===== src/rtl/decoder_pkg.sv =====
// ============================================================
// decoder_pkg : shared mode and FSM encodings for decoder_seq
// Rev 1.0
// ============================================================
`default_nettype none

package decoder_pkg;

  typedef enum logic [1:0] {
    MODE_ONEHOT = 2'b00,
    MODE_THERMO = 2'b01,
    MODE_SCAN   = 2'b10,
    MODE_RSVD   = 2'b11
  } mode_e;

  typedef enum logic {
    ST_IDLE = 1'b0,
    ST_SCAN = 1'b1
  } state_e;

endpackage

`default_nettype wire


===== src/rtl/decoder_core.sv =====
// ============================================================
// decoder_core : combinational code/mode -> OUT_W pattern
// Rev 1.0
// ============================================================
`default_nettype none

module decoder_core
  import decoder_pkg::*;
#(
  parameter int IN_W = 3
) (
  input  logic [IN_W-1:0]      code_i,
  input  mode_e                mode_i,
  output logic [(2**IN_W)-1:0] pattern_o
);

  localparam int OUT_W = 2**IN_W;

  always_comb begin
    pattern_o = '0;
    unique case (mode_i)
      MODE_ONEHOT, MODE_SCAN: pattern_o[code_i] = 1'b1;
      MODE_THERMO: begin
        for (int i = 0; i < OUT_W; i++) begin
          pattern_o[i] = (IN_W'(i) <= code_i);
        end
      end
      default: pattern_o = '0;
    endcase
  end

endmodule

`default_nettype wire


===== src/rtl/decoder_seq.sv =====
// ============================================================
// decoder_seq : registered binary decoder with one-hot,
//               thermometer and multi-beat scan modes
// Rev 1.0
// ============================================================
`default_nettype none

module decoder_seq
  import decoder_pkg::*;
#(
  parameter int IN_W = 3
) (
  input  logic                  clk,
  input  logic                  rst,
  input  logic                  in_valid,
  output logic                  in_ready,
  input  logic [IN_W-1:0]       in_code,
  input  logic [1:0]            in_mode,
  output logic                  out_valid,
  input  logic                  out_ready,
  output logic [(2**IN_W)-1:0]  out_data,
  output logic                  out_last,
  output logic                  err
);

  localparam int OUT_W = 2**IN_W;

  state_e            state_q, state_d;
  logic [IN_W-1:0]   cnt_q, cnt_d;
  logic [IN_W-1:0]   tgt_q, tgt_d;
  logic              out_valid_q, out_valid_d;
  logic [OUT_W-1:0]  out_data_q, out_data_d;
  logic              out_last_q, out_last_d;
  logic              err_q, err_d;

  mode_e             req_mode;
  logic              final_pending;
  logic              accept;
  logic              take;
  logic              scan_multi;
  logic [IN_W-1:0]   cnt_inc;
  logic [IN_W-1:0]   core_code;
  mode_e             core_mode;
  logic [OUT_W-1:0]  core_pat;

  assign req_mode = mode_e'(in_mode);
  assign cnt_inc  = cnt_q + IN_W'(1);

  // The final scan beat counts as "idle" so a new request can ride its hand-off.
  assign final_pending = (state_q == ST_IDLE) || (cnt_q == tgt_q);
  assign in_ready      = !rst && final_pending && (!out_valid_q || out_ready);

  assign accept     = in_valid && in_ready;
  assign take       = out_valid_q && out_ready;
  assign scan_multi = (req_mode == MODE_SCAN) && (in_code != '0);

  // Single core shared between new requests and subsequent scan beats.
  assign core_code = accept ? ((req_mode == MODE_SCAN) ? '0 : in_code) : cnt_inc;
  assign core_mode = accept ? req_mode : MODE_SCAN;

  decoder_core #(
    .IN_W (IN_W)
  ) u_core (
    .code_i    (core_code),
    .mode_i    (core_mode),
    .pattern_o (core_pat)
  );

  always_comb begin
    state_d     = state_q;
    cnt_d       = cnt_q;
    tgt_d       = tgt_q;
    out_valid_d = out_valid_q;
    out_data_d  = out_data_q;
    out_last_d  = out_last_q;
    err_d       = 1'b0;

    if (accept) begin
      out_valid_d = 1'b1;
      out_data_d  = core_pat;
      out_last_d  = !scan_multi;
      err_d       = (req_mode == MODE_RSVD);
      cnt_d       = '0;
      tgt_d       = scan_multi ? in_code : '0;
      state_d     = scan_multi ? ST_SCAN : ST_IDLE;
    end else if (take) begin
      if ((state_q == ST_SCAN) && (cnt_q != tgt_q)) begin
        cnt_d      = cnt_inc;
        out_data_d = core_pat;
        out_last_d = (cnt_inc == tgt_q);
      end else begin
        out_valid_d = 1'b0;
        out_data_d  = '0;
        out_last_d  = 1'b0;
        cnt_d       = '0;
        tgt_d       = '0;
        state_d     = ST_IDLE;
      end
    end
  end

  always_ff @(posedge clk or posedge rst) begin
    if (rst) begin
      state_q     <= ST_IDLE;
      cnt_q       <= '0;
      tgt_q       <= '0;
      out_valid_q <= 1'b0;
      out_data_q  <= '0;
      out_last_q  <= 1'b0;
      err_q       <= 1'b0;
    end else begin
      state_q     <= state_d;
      cnt_q       <= cnt_d;
      tgt_q       <= tgt_d;
      out_valid_q <= out_valid_d;
      out_data_q  <= out_data_d;
      out_last_q  <= out_last_d;
      err_q       <= err_d;
    end
  end

  assign out_valid = out_valid_q;
  assign out_data  = out_data_q;
  assign out_last  = out_last_q;
  assign err       = err_q;

endmodule

`default_nettype wire


===== config.mk =====
export PLATFORM = sky130hd
export DESIGN_NAME = decoder_seq
export DESIGN_NICKNAME = d
export VERILOG_FILES = /design/src/rtl/decoder_pkg.sv /design/src/rtl/decoder_core.sv /design/src/rtl/decoder_seq.sv
export SDC_FILE = /design/constraint.sdc
export NUM_CORES = 1
export LEC_CHECK = 0
export BUFFER_PORTS_ARGS = -buffer_cell sky130_fd_sc_hd__buf_2
export CORE_UTILIZATION = 58
export CTS_BUF_LIST = sky130_fd_sc_hd__clkbuf_4 sky130_fd_sc_hd__clkbuf_8 sky130_fd_sc_hd__clkbuf_16
export CTS_CLUSTER_SIZE = 16
export DETAILED_ROUTE_END_ITERATION = 8
export PLACE_DENSITY = 0.83
export SLEW_MARGIN = 10
export SYNTH_ARGS = -nofsm -noshare
export SYNTH_HDL_FRONTEND = slang
export SYNTH_SLANG_ARGS = --single-unit

===== constraint.sdc =====
create_clock -name clk -period 5.1 [get_ports clk]
set_input_delay 0.255 -clock clk [delete_from_list [all_inputs] [get_ports clk]]
set_output_delay 0.255 -clock clk [all_outputs]
set_load 0.02 [all_outputs]

==> run_results.csv <==
group,metric,value,unit
status,status,"finished clean",
pwr,p_clk_share,25.1,%
critical_path,r2r-start,"cnt_q[0]$_DFFE_PP0P_",
die,fp.dieArea,2083,um^2
global_routing,grt_pass1_vias,914,
clock_network,root_buffer,"clkbuf_4",
global_routing,grt_usage,28.06,%
critical_path,path_class,"register to register",
cells_and_area,final_nets,149,
critical_path,r2r_end,"out_data[3]$_DFFE_PP0P_",
pwr,sw_frac_of_total,34.73,%
clock_network,post-cts-setup-buffer-count,0,
pwr,leakage,0.6185,nW
logic_synthesis,synth_largest_area_cell,"dfrtp_1",
run,cap_violations,0,
global_routing,grt_max_degree,20,
logic_synthesis,synth-simple-area-share,20.05,%
detailed_routing,ant_nets,0,
pwr,p_seq_share,46.6,%
logic_synthesis,synth_area_leaders,"dfrtp_1 (41%), nand2_1 (7.1%), mux2i_1 (4.5%)",
die,die_w,45.65,um
timing,slew-limit-headroom,33.28,%
logic_synthesis,yosys_warnings,0,
critical_path,cp.required,5.30,ns
timing,hold_ws,0.05018,ns
detailed_routing,wire_per_inst,15.52,um
detailed_routing,vias,991,
die,design.core.area,1764,um^2
detailed_routing,detail_route.first_pass.iterations,4,
cells_and_area,antenna_cells,0,
hold_path,hold_class,"input port to async pin",
logic_synthesis,synth_most_common_cell,"nand2_1",
clock_network,clock_sinks,18,
timing,tightestPinTransition,1.001,ns
logic_synthesis,ys_top_cells_by_count,"nand2_1 (21), dfrtp_1 (18), o21ai_0 (8)",
logic_synthesis,ys.flop_type,"dfrtp_1",
global_routing,top_usage_layer,"met2",
die,die_h,45.65,um
timing,worst_clock_skew,0.003720,ns
timing,period_minus_slack,2.224,ns
logic_synthesis,synth_xor_area_share,6.229,%
logic_synthesis,synth_compound_area_share,23.56,%
logic_synthesis,syn_avg_cell_area,9.524,um^2
clock_network,clk_path_buf_depth,2,
die,fp-row-count,15,
clock_network,cts-resized-gates,0,
clock_network,htree_levels,1,
logic_synthesis,syn_inst,116,
logic_synthesis,synth_edf_count,0,
cells_and_area,synthToLayoutAreaGrowth,14.04,%
detailed_routing,drt_iter0_drc,59,
timing,fmax,449.6,MHz
timing,setup_viol,0,
critical_path,cp-end-kind,"register",
logic_synthesis,synthAdderAreaFrac,1.133,%
global_routing,grtUsageMet2,41.43,%
global_routing,met1_usage,41.35,%
critical_path,crit_chain,"xor2_2, o31ai_4, a21oi_1, a22oi_1, o31ai_1",
global_routing,antenna_found_initial,0,
timing,setup_tns,0,ns
global_routing,grt_util_met3,4.762,%
logic_synthesis,synth.distinct_cells,41,
global_routing,gr-total-overflow,0,
logic_synthesis,yosysSeqAreaShare,40.77,%
timing,final-hold-violation-count,0,
clock_network,cts_tree,"done",
logic_synthesis,synth_fp_nets,126,
detailed_routing,drc,0,
cells_and_area,fin_cells,163,
clock_network,clk-insertion-delay-late,0.30,ns
logic_synthesis,netlist_area,1105,um^2
placement,portBuffers,20,
critical_path,worstRegToRegCells,5,
logic_synthesis,synth_top_area_share,40.77,%
timing,finalCritPeriodShare,43.61,%
pwr,ir_drop,0.2063,mV
clock_network,cts_made_buffers,3,
logic_synthesis,muxShareOfSynthArea,6.795,%
critical_path,cp_slowest_cell,"a21oi_1",
critical_path,crit_family,"compound AO/OA/AOI/OAI gates",
cells_and_area,drive_gt1_share,23.91,%
critical_path,worstPathArrival,2.43,ns
die,initial_core_util,62.62,%
critical_path,slowest_delay,0.80,ns
placement,placedCellCount,159,
detailed_routing,drt-vias-per-instance,6.080,
pwr,p_comb_share,28.2,%
timing,slew_violations,0,
die,ios,21,
pwr,intPower,0.0002338,W
clock_network,path_clk_slew,0.11,ns
logic_synthesis,ys_ff_latch,18,
detailed_routing,totalWireLength,2529,um
logic_synthesis,synth_top_family_by_area,"compound AO/OA/AOI/OAI gates",
critical_path,r2r_setup_slack,2.88,ns
critical_path,startpoint_type,"register",
critical_path,critPathMaxFanout,14,
placement,gp_congestion,0.9515,
pwr,power_density,284.3,nW/um^2
critical_path,cp.buffers_inverters,0,
placement,dpl.hpwl,1874,um
global_routing,grt_pass1_wl,4215,um
timing,rsz0062_at_grt,"no",
clock_network,cts_hold_buf,0,
pwr,p_switching,0.0001244,W
logic_synthesis,async_flop_share,100.0,%
==> worst register-to-register path: stages (launching register included) <==
cell     delay (ns)
dfrtp_1        0.54
xor2_2         0.29
o31ai_4        0.15
a21oi_1        0.80
a22oi_1        0.22
o31ai_1        0.12
==> registers in the layout (all words and copies together) (netlist names) <==
| name | flops |
|---|---|
| cnt_q | 3 |
| err | 1 |
| out_data | 8 |
| out_last | 1 |
| out_valid | 1 |
| state_q | 1 |
| tgt_q | 3 |
==> worst max-delay path by stage <==
| stage | end | slack (ns) | depth (start not counted) | startpoint |
|---|---|---|---|---|
| after floorplan | out_data[2]$_DFFE_PP0P_ | 3.30 | 6 | cnt_q[0]$_DFFE_PP0P_ |
| after global placement | out_data[3]$_DFFE_PP0P_ | 3.06 | 5 | cnt_q[0]$_DFFE_PP0P_ |
| after detailed placement | out_data[3]$_DFFE_PP0P_ | 2.92 | 5 | cnt_q[0]$_DFFE_PP0P_ |
| after CTS | out_data[3]$_DFFE_PP0P_ | 2.88 | 5 | cnt_q[0]$_DFFE_PP0P_ |
| after global routing | out_data[3]$_DFFE_PP0P_ | 2.78 | 5 | cnt_q[0]$_DFFE_PP0P_ |
| final | out_data[3]$_DFFE_PP0P_ | 2.88 | 5 | cnt_q[0]$_DFFE_PP0P_ |
==> power groups by stage <==
stage / Combinational (W) / Sequential (W) / Clock (W)
finish: 0.000101 / 0.000167 / 0.0000901
global route: 0.000110 / 0.000169 / 0.0000995
CTS: 0.000101 / 0.000167 / 0.0000917
detailed placement: 0.0000998 / 0.000170 / 0
global placement: 0.0000979 / 0.000169 / 0
floorplan: 0.0000585 / 0.000182 / 0
==> through the flow <==
step                worst slack (ns)  total power (W)  instance area [um^2]  util (%)
finish                         2.876        0.0003582                  1260     71.42
CTS                            2.882        0.0003597                  1260     71.42
global placement               3.057        0.0002672                  1224     69.36
detailed placement             2.917        0.0002699                  1224     69.36
floorplan                      3.299        0.0002401                  1105         -
global route                   2.783        0.0003782                  1260     71.42
==> cell families after synthesis <==
logic type / count (synthesis)
AO/OA/AOI/OAI: 34
XOR/XNOR: 7
adder cells (fa/ha/maj): 1
buffers and inverters: 3
flip-flops: 18
multiplexers: 7
AND/OR/NAND/NOR: 46
==> layout make-up <==
class / count / area [um^2]
tap: 25 / 31.28
inverter: 1 / 3.754
fill: 152 / 504.2
timing repair buffer: 20 / 100.1
multi-input combinational: 95 / 638.1
clock buffer: 4 / 36.28
sequential: 18 / 450.4
==> metal layers <==
layer / up-vias / share of wire (%)
met5: - / 0
met4: 0 / 1.5
met3: 7 / 8.6
met2: 59 / 44
met1: 457 / 46
li1: 468 / -
==> layout by cell type (no fill, tap or decap), types with 2 or more instances in the layout <==
cell | Yosys | final
a32o_1 | 3 | 3
o31ai_1 | 4 | 4
clkbuf_4 | 0 | 3
a21oi_1 | 4 | 4
o211ai_1 | 2 | 2
nand2b_1 | 4 | 4
xor2_1 | 3 | 3
nand2_1 | 21 | 21
o21ai_0 | 8 | 8
nand3_1 | 2 | 2
a22o_1 | 3 | 3
nor3_1 | 2 | 2
xnor2_1 | 3 | 3
and2_1 | 2 | 2
dfrtp_1 | 18 | 18
buf_2 | 1 | 20
nor2_1 | 7 | 7
mux2i_1 | 5 | 5
No activity file was read; power rests on OpenSTA's default activity.
